--- config.mk ---
export PLATFORM = sky130hd
export DESIGN_NAME = parity_tx_flat
export DESIGN_NICKNAME = d
export VERILOG_FILES = /design/src/rtl/parity_tx_if.sv /design/src/rtl/parity_tx.sv /design/src/flat_wrapper.sv
export SDC_FILE = /design/constraint.sdc
export NUM_CORES = 1
export LEC_CHECK = 0
export BUFFER_PORTS_ARGS = -buffer_cell sky130_fd_sc_hd__buf_2
export CORE_MARGIN = 2
export CORE_UTILIZATION = 40
export DETAILED_ROUTE_END_ITERATION = 16
export GPL_TIMING_DRIVEN = 0
export HOLD_SLACK_MARGIN = 0.1
export SYNTH_ARGS = -nofsm -noshare
export SYNTH_HDL_FRONTEND = slang
export SYNTH_SLANG_ARGS = --single-unit
--- constraint.sdc ---
create_clock -name clk -period 2.78 [get_ports clk]
set_input_delay 0.139 -clock clk [delete_from_list [all_inputs] [get_ports clk]]
set_output_delay 0.139 -clock clk [all_outputs]
set_load 0.05 [all_outputs]
--- src/rtl/parity_tx_if.sv ---
// Handshake and serial-output bundle for parity_tx: parallel word in, framed bit stream out.
// The transmitter takes the slave side; whoever feeds words and watches the stream takes master.
interface parity_tx_if #(
  parameter int WIDTH = 8
) ();
  logic [WIDTH-1:0] din;
  logic             din_valid;
  logic             din_ready;
  logic             z;
  logic             z_valid;
  logic             done;

  modport master (
    output din, din_valid,
    input  din_ready, z, z_valid, done
  );

  modport slave (
    input  din, din_valid,
    output din_ready, z, z_valid, done
  );
endinterface

--- src/rtl/parity_tx.sv ---
// Serialises a WIDTH-bit word LSB first followed by an even/odd parity bit; first bit one cycle after accept.
// din_ready only in IDLE and PARITY, so frames chain gaplessly; PARITY_TX_START_BIT_EN adds a leading 0 start bit.
module parity_tx #(
  parameter int WIDTH = 8,
  parameter bit ODD   = 1'b0
) (
  input  logic     clk,
  input  logic     rst_n,
  parity_tx_if.slave bus
);

  localparam int CW = $clog2(WIDTH + 1);
  localparam logic [CW-1:0] LAST_BIT = CW'(WIDTH - 1);

`ifdef PARITY_TX_START_BIT_EN
  typedef enum logic [1:0] {IDLE = 2'd0, DATA = 2'd1, PARITY = 2'd2, START = 2'd3} state_e;
`else
  typedef enum logic [1:0] {IDLE = 2'd0, DATA = 2'd1, PARITY = 2'd2} state_e;
`endif

  state_e           state_q, state_d;
  logic [WIDTH-1:0] sr_q, sr_d;
  logic [CW-1:0]    cnt_q, cnt_d;
  logic             par_q, par_d;
  logic             accept;
  logic             din_ready;
  logic             z;
  logic             z_valid;
  logic             done;

  always_ff @(posedge clk or negedge rst_n) begin
    if (!rst_n) begin
      state_q <= IDLE;
      sr_q    <= '0;
      cnt_q   <= '0;
      par_q   <= 1'b0;
    end else begin
      state_q <= state_d;
      sr_q    <= sr_d;
      cnt_q   <= cnt_d;
      par_q   <= par_d;
    end
  end

  always_comb begin
    state_d   = state_q;
    sr_d      = sr_q;
    cnt_d     = cnt_q;
    par_d     = par_q;
    din_ready = 1'b0;
    z         = 1'b0;
    z_valid   = 1'b0;
    done      = 1'b0;

    case (state_q)
      IDLE: begin
        din_ready = 1'b1;
      end
`ifdef PARITY_TX_START_BIT_EN
      START: begin
        z_valid = 1'b1;
        state_d = DATA;
      end
`endif
      DATA: begin
        z       = sr_q[0];
        z_valid = 1'b1;
        sr_d    = sr_q >> 1;
        par_d   = par_q ^ sr_q[0];
        cnt_d   = cnt_q + CW'(1);
        if (cnt_q == LAST_BIT) begin
          state_d = PARITY;
        end
      end
      PARITY: begin
        z         = par_q ^ ODD;
        z_valid   = 1'b1;
        done      = 1'b1;
        din_ready = 1'b1;
        state_d   = IDLE;
      end
      default: begin
        state_d = IDLE;
      end
    endcase

    // A new word overrides whatever the current state would do next, including leaving PARITY.
    accept = bus.din_valid & din_ready;
    if (accept) begin
      sr_d  = bus.din;
      cnt_d = '0;
      par_d = 1'b0;
`ifdef PARITY_TX_START_BIT_EN
      state_d = START;
`else
      state_d = DATA;
`endif
    end
  end

  assign bus.din_ready = din_ready;
  assign bus.z         = z;
  assign bus.z_valid   = z_valid;
  assign bus.done      = done;

endmodule

--- src/flat_wrapper.sv ---
// flat-port wrapper written by rule: the top's interface ports become plain ports
module parity_tx_flat 
#(
  parameter int WIDTH = 8,
  parameter bit ODD   = 1'b0
)
  (clk, rst_n, bus_din, bus_din_valid, bus_din_ready, bus_z, bus_z_valid, bus_done);
  parity_tx_if #(.WIDTH(WIDTH)) bus_i ();
  input  logic clk;
  input  logic rst_n;
  input wire logic [$bits(bus_i.din)-1:0] bus_din;
  input wire logic [$bits(bus_i.din_valid)-1:0] bus_din_valid;
  output wire logic [$bits(bus_i.din_ready)-1:0] bus_din_ready;
  output wire logic [$bits(bus_i.z)-1:0] bus_z;
  output wire logic [$bits(bus_i.z_valid)-1:0] bus_z_valid;
  output wire logic [$bits(bus_i.done)-1:0] bus_done;
  assign bus_i.din = bus_din;
  assign bus_i.din_valid = bus_din_valid;
  assign bus_din_ready = bus_i.din_ready;
  assign bus_z = bus_i.z;
  assign bus_z_valid = bus_i.z_valid;
  assign bus_done = bus_i.done;
  parity_tx #(.WIDTH(WIDTH), .ODD(ODD)) u_core (.clk(clk), .rst_n(rst_n), .bus(bus_i));
endmodule
==> summary.md, run 1 <==
| Metric | Value |
|---|---|
| Crit Path Category | reg2out |
| Share of flip-flops with an asynchronous set or reset | 1.00 |
| Total of max-cap violations | 0 |
| P_int | 0.000590 W |
| Share of layout cells above drive strength 1 | 0.222 |
| Post-synth EDFFs | 0 |
| Synth-to-layout area growth | 28.6% |
| Final Net Count | 116 |
| Worst hold path class | in2reg |
| DRC Markers | 0 |
| Post-synth top area share | 0.493 |
| Synth top cells by count | dfrtp_1 (15), nand2_1 (12), mux2i_1 (8) |
| Cells after Synth | 72 |
| Initial antenna violation count | 0 |
| Leakage | a little under 0.5 nW |
| DIE WIDTH | 47.6 µm |
| GP Congestion | just over 0.7 |
| Setup-failing EPs final | 0 |
| Max Slew Vio Count | 0 |
| Htree depth | 1 |
| CTS max path bufs | 2 |
| Starting Density | 0.432 |
| Max Freq | 0.569 GHz |
| Unrepaired setup endpoints after global routing | no |
| Clock sink count | 15 |
| Clock latency on the worst-skew pair | 0.28 ns |
| CTS tree | done |
| Setup Skew | between 0.003 and 0.004 ns |
| Switching Power | 0.000490 W |
| Cell taking the most area after synthesis | dfrtp_1 |
| #FFs+latches synth | 15 |
| Top FF cell, synth | dfrtp_1 |
| Core footprint | roughly 1800 µm² |
| Vias per cell | 4.54 |
| Critical Path Sink Type | primary output |
| Yosys warnings | 0 |
| Vias in the first global route | approximately 580 |
| Critical path's top delay family | flip-flops |
| Clock network fraction of design power | 0.118 |
| Syn Area/Cell | approximately 11 µm² |
| DRT antenna net count | 0 |
| Syn Nets | between 80 and 90 |
| Max_slew headroom | 0.767 |
| Max VDD drop | ~440 µV |
| DP HPWL | between 1 and 1.5 mm |
| Worst path cell trace | inv_1, ha_1, nand2_1, a21boi_0, buf_2 |
| Largest stage delay on the critical path | 0.41 ns |
| Worst Path Arrival | 1.62 ns |
| Clock-pin slew on the worst setup and hold paths | 0.09 ns |
| CP Data Required Time | 2.64 ns |
| Antenna diodes | 0 |
| Hold slack | 0.187 ns |
| Setup TNS | 0 ns |
| Total grt overflow | 0 |
| Cell Pwr Density | between 1000 and 1500 nW/µm² |
| CP Max Fanout | 5 |
| Seq/Total Area, Yosys | 0.493 |
| Final wirelength | 1.47 mm |
| Synthesized area | 762 µm² |
| Buffers added on ports | 14 |
| R2R depth | 5 |
| Top-Level Pins | 15 |
| Drt first-iter violations | 7 |
| First-pass DRT Iterations | 4 |
| Least-Margin Pin Slew | 0.350 ns |
| Via count | ~560 |
| DR WL/cell | roughly 12 µm |
| Die ar. | 2270 µm² |
| First-pass GRT wire length | 2.44 mm |
| Hold Path Stages | 3 |
| Count leader, synth | dfrtp_1 |
| Number of library cell types mapped by synthesis | 21 |
| R2r setup slk | 1.19 ns |
| Combinational power share | 0.540 |
| Startpoint Class | flip-flop |
| Largest net degree at the start of global routing | 16 |
| Crit path depth | 5 |
| Number of buffers created by CTS | 3 |
| Reg power frac | 0.342 |
| GRT Util Overall | 0.165 |
| Crit path time final | 1.76 ns |
| FP Rows | 15 |
| Die Span Y | 47.6 µm |
| CP max stage cell | dfrtp_1 |
| Final Hold Fails | 0 |
| Switching share of power | 0.454 |
| Final period util | 0.633 |
| Clock root buffer | clkbuf_4 |
| WP buf/inv | 2 |
| Status | completed |
| Top post-synthesis cells by area | dfrtp_1 (49%), mux2i_1 (11%), ha_1 (8.2%), nand2_1 (5.9%), o21ai_1 (4.6%) |
-- final cells by class --
type                    count  area [µm²]
clock buffers               4        26.3
plain buffers               3        17.5
flip-flops and latches     15         375
fillers                   182         785
repair buffers             23         160
multi-input cells          52         362
well taps                  25        31.3
inverters                   2        7.51
-- sequential cells by signal, summed over array words and instances (netlist names) --
name            flops
u_core.cnt_q        4
u_core.par_q        1
u_core.sr_q         8
u_core.state_q      2
-- routing by layer --
metal | track usage | vias up | routed length [µm] | share of wire
li1 | - | 298 | - | -
met1 | 0.195 | 254 | 721 | 0.49
met2 | 0.268 | 9 | 700 | 0.47
met3 | 0.0453 | 2 | 39 | 0.026
met4 | 0.0973 | 0 | 12 | 0.0081
met5 | 0 | - | 0 | 0
-- worst min-delay path: stages --
cell	delay (ns)
buf_2	0.10
o21ai_0	0.12
o31ai_1	0.08
-- metrics by stage --
stage | setup slack [ns] | std cells | cell area, µm² | total power [W] | util
5_1_grt | 0.884 | 124 | 980 | 0.00119 | 0.555
6_report | 1.02 | 124 | 980 | 0.00108 | 0.555
4_1_cts | 0.979 | 124 | 980 | 0.00110 | 0.555
2_1_floorplan | 0.411 | 72 | 762 | 0.000838 | -
3_3_place_gp | 1.19 | 111 | 863 | 0.000939 | 0.489
3_5_place_dp | 1.21 | 111 | 863 | 0.000954 | 0.489
-- worst paths after layout --
kind	from	to
worst min-delay path	bus_din_valid	u_core.state_q[0]
max in group asynchronous	rst_n	u_core.cnt_q[3]
min in group asynchronous	rst_n	u_core.sr_q[2]
worst max-delay path	u_core.state_q[1]	bus_z
worst max register to register	u_core.state_q[0]	u_core.state_q[1]
worst min register to register	u_core.state_q[1]	u_core.state_q[1]
-- cells by family after synthesis --
kind of cell / count (synthesis) / share of synthesized area
and+or+nand+nor: 23 / 0.145
xor gates and xnor gates: 4 / 0.0460
DFF: 15 / 0.493
AOI/OAI and AO/OA: 11 / 0.0821
adders and majority gates: 5 / 0.0821
muxes: 9 / 0.120
buffers and inverters: 5 / 0.0328
-- cell usage in the layout, fill, tap and decap left out, types with 2 or more instances in the layout --
cell type	n
buf_2	16
clkbuf_4	3
dfrtp_1	15
dlygate4sd3_1	9
ha_1	5
inv_1	2
mux2i_1	8
nand2_1	12
nor2_1	6
o21ai_1	7
xor2_1	3
-- power by group through the flow --
| stage | sequential, W | combinational, W | clock (W) |
|---|---|---|---|
| after global routing | 0.000382 | 0.000654 | 0.000148 |
| after global placement | 0.000371 | 0.000568 | 0 |
| after CTS | 0.000370 | 0.000592 | 0.000133 |
| after detailed placement | 0.000375 | 0.000580 | 0 |
| final | 0.000370 | 0.000583 | 0.000128 |
| after floorplan | 0.000358 | 0.000480 | 0 |
-- timing repair --
action,4_1_cts,5_1_grt
resized for setup,0,0
hold buffers,9,0
buffers inserted,0,0
endpoints found under the hold margin,23,0
Note: power is estimated with default switching activity, not from simulation.
==> run 2, diff against run 1 <==
==> constraint.sdc (replaced) <==
create_clock -name clk -period 1.52 [get_ports clk]
set_input_delay 0.076 -clock clk [delete_from_list [all_inputs] [get_ports clk]]
set_output_delay 0.076 -clock clk [all_outputs]
set_load 0.05 [all_outputs]
==> summary.md, run 2 (synthesis results as in run 1) <==
| Metric | Value |
|---|---|
| Status | completed (unchanged) |
| CP Data Required Time | 1.44 ns (was 2.64 ns) |
| DR WL/cell | 11.7 µm (was 11.9 µm) |
| Die Span Y | 47.6 µm (unchanged) |
| DIE WIDTH | 47.6 µm (unchanged) |
| Antenna diodes | 0 (unchanged) |
| Starting Density | 0.432 (unchanged) |
| Setup-failing EPs final | 0 (unchanged) |
| Core footprint | 1760 µm² (unchanged) |
| Setup Skew | 0.00334 ns (was 0.00374 ns) |
| Drt first-iter violations | 9 (was 7) |
| Post-Route Utilization | 0.623 (was 0.555) |
| Leakage | 0.522 nW (was 0.480 nW) |
| Clock-pin slew on the worst setup and hold paths | 0.09 ns (about the same) |
| Most common cell after layout, fill and taps aside | dfrtp_1 (was buf_2) |
| Clock sink count | 15 (unchanged) |
| Largest net degree at the start of global routing | 16 (unchanged) |
| Worst hold path class | in2async (was in2reg) |
| Max VDD drop | 1290 µV (was 440 µV) |
| Crit Reg-Reg Startpoint | u_core.state_q[1] (was u_core.state_q[0]) |
| First-pass DRT Iterations | 4 (unchanged) |
| Number of buffers created by CTS | 3 (unchanged) |
| DRT antenna net count | 0 (unchanged) |
| Crit Path Category | reg2out (unchanged) |
| Final Hold Fails | 0 (unchanged) |
| Htree depth | 1 (unchanged) |
| Critical Path Sink Type | primary output (unchanged) |
| CTS max path bufs | 2 (unchanged) |
| FP Rows | 15 (unchanged) |
| Via count | 598 (was 563) |
| R2r setup slk | 0.02 ns (was 1.19 ns) |
| Die ar. | 2270 µm² (unchanged) |
| Final Net Count | 121 (was 116) |
| GP Congestion | 0.726 (was 0.716) |
| Biggest regs | u_core.sr_q (8), u_core.cnt_q (4), u_core.state_q (2) (unchanged) |
| Share of layout cells above drive strength 1 | 0.337 (was 0.222) |
| Total grt overflow | 0 (unchanged) |
| Max_slew headroom | 0.770 (was 0.767) |
| R2R depth | 5 (unchanged) |
| Most frequent cells in the layout | dfrtp_1 (15), buf_2 (12), nand2_1 (10), dlygate4sd3_1 (10), mux2i_1 (8) (was buf_2 (16), dfrtp_1 (15), nand2_1 (12), dlygate4sd3_1 (9), mux2i_1 (8)) |
| Initial antenna violation count | 0 (unchanged) |
| Placed Instance Area | 887 µm² (was 863 µm²) |
| Clock root buffer | clkbuf_4 (unchanged) |
| Reg-to-reg endpoint | u_core.state_q[1] (unchanged) |
| Vias per cell | 4.64 (was 4.54) |
| Final instance area | 1100 µm² (was 980 µm²) |
| GRT Util Overall | 0.155 (was 0.165) |
| Vias in the first global route | 549 (was 576) |
| Final period util | 0.994 |
| First-pass GRT wire length | 2.39 mm (was 2.44 mm) |
| Buffers added on ports | 14 (unchanged) |
| Unrepaired setup endpoints after global routing | yes (was no) |
| Clock latency on the worst-skew pair | 0.28 ns (about the same) |
| Worst Path Arrival | 1.43 ns (was 1.62 ns) |
| Top-Level Pins | 15 (unchanged) |
| Least-Margin Pin Slew | 0.345 ns (was 0.350 ns) |
| DRC Markers | 0 (unchanged) |
| Cell Pwr Density | 2080 nW/µm² (was 1100 nW/µm²) |
| Crit path time final | 1.51 ns |
| Max Slew Vio Count | 0 (unchanged) |
| Total power draw | 0.00228 W (was 0.00108 W) |
| Total of max-cap violations | 0 (unchanged) |
| Synth-to-layout area growth | 44.3% (was 28.6%) |
| CTS tree | done (unchanged) |
| Max Freq | 0.662 GHz |
| Startpoint Class | flip-flop (unchanged) |
| Hold slack | 0.222 ns (was 0.187 ns) |
| Final wirelength | 1.51 mm (was 1.47 mm) |
| CP Max Fanout | 5 (unchanged) |
| Largest register FFs | 8 (unchanged) |
| Biggest register | u_core.sr_q (unchanged) |
[run 2: cell count changes in the layout (fill, tap and decap cells not counted), sizes merged]
cell,delta
dlygate4sd3,+1
clkbuf,+1
buf,+3
[run 2: metrics by stage]
step / cells / worst slack, ns / setup TNS (ns)
after global placement: 111 / -0.131 / -0.131
after floorplan: 72 / -0.0296 / -0.0296
after detailed placement: 111 / -0.127 / -0.127
final: 129 / 0.00957 / 0
after CTS: 127 / -0.00731 / -0.0135
after global routing: 129 / -0.0585 / -0.188
[run 2: worst max-delay path by stage]
| stage | from | endpoint | slack [ns] |
|---|---|---|---|
| after floorplan | u_core.state_q[1] | bus_z | -0.03 |
| after global placement | u_core.state_q[0] | u_core.state_q[1] | -0.13 |
| after detailed placement | u_core.state_q[0] | u_core.state_q[1] | -0.13 |
| after CTS | u_core.state_q[1] | bus_z | -0.007 |
| after global routing | u_core.state_q[1] | u_core.state_q[1] | -0.06 |
| final | u_core.state_q[1] | bus_din_ready | 0.01 |
[run 2: what timing repair did]
action                     CTS  global route
resized for setup            9             8
hold endpoints to repair    24             0
setup buffers                2             2
setup endpoints to repair    3             3
pin swaps                    1             3
hold buffers                10             0
[run 2: routing by layer]
metal / vias up / track usage / share of wire
li1: 310 / - / -
met1: 275 / 0.217 / 0.49
met2: 11 / 0.230 / 0.47
met3: 2 / 0.0340 / 0.028
met4: 0 / 0.0649 / 0.011
met5: - / 0 / 0
[run 2: area by class of cell]
type	instances	area (µm²)
multi-input combinational	52	424
buffer	3	22.5
fill	161	664
tap	25	31.3
clock buffer	4	26.3
sequential	15	375
timing repair buffer	28	213
inverter	2	7.51
[run 2: where the power goes]
part	leakage, nW	internal, W	switching, W
Clock	0.0150	0.000102	0.000129
Sequential	0.191	0.000569	0.000124
Combinational	0.315	0.000627	0.000734
Total	0.522	0.00130	0.000987
[run 2: critical path: stages (launching register included)]
cell     delay, ns
dfrtp_1       0.42
inv_2         0.09
ha_4          0.18
or2_2         0.30
buf_6         0.16
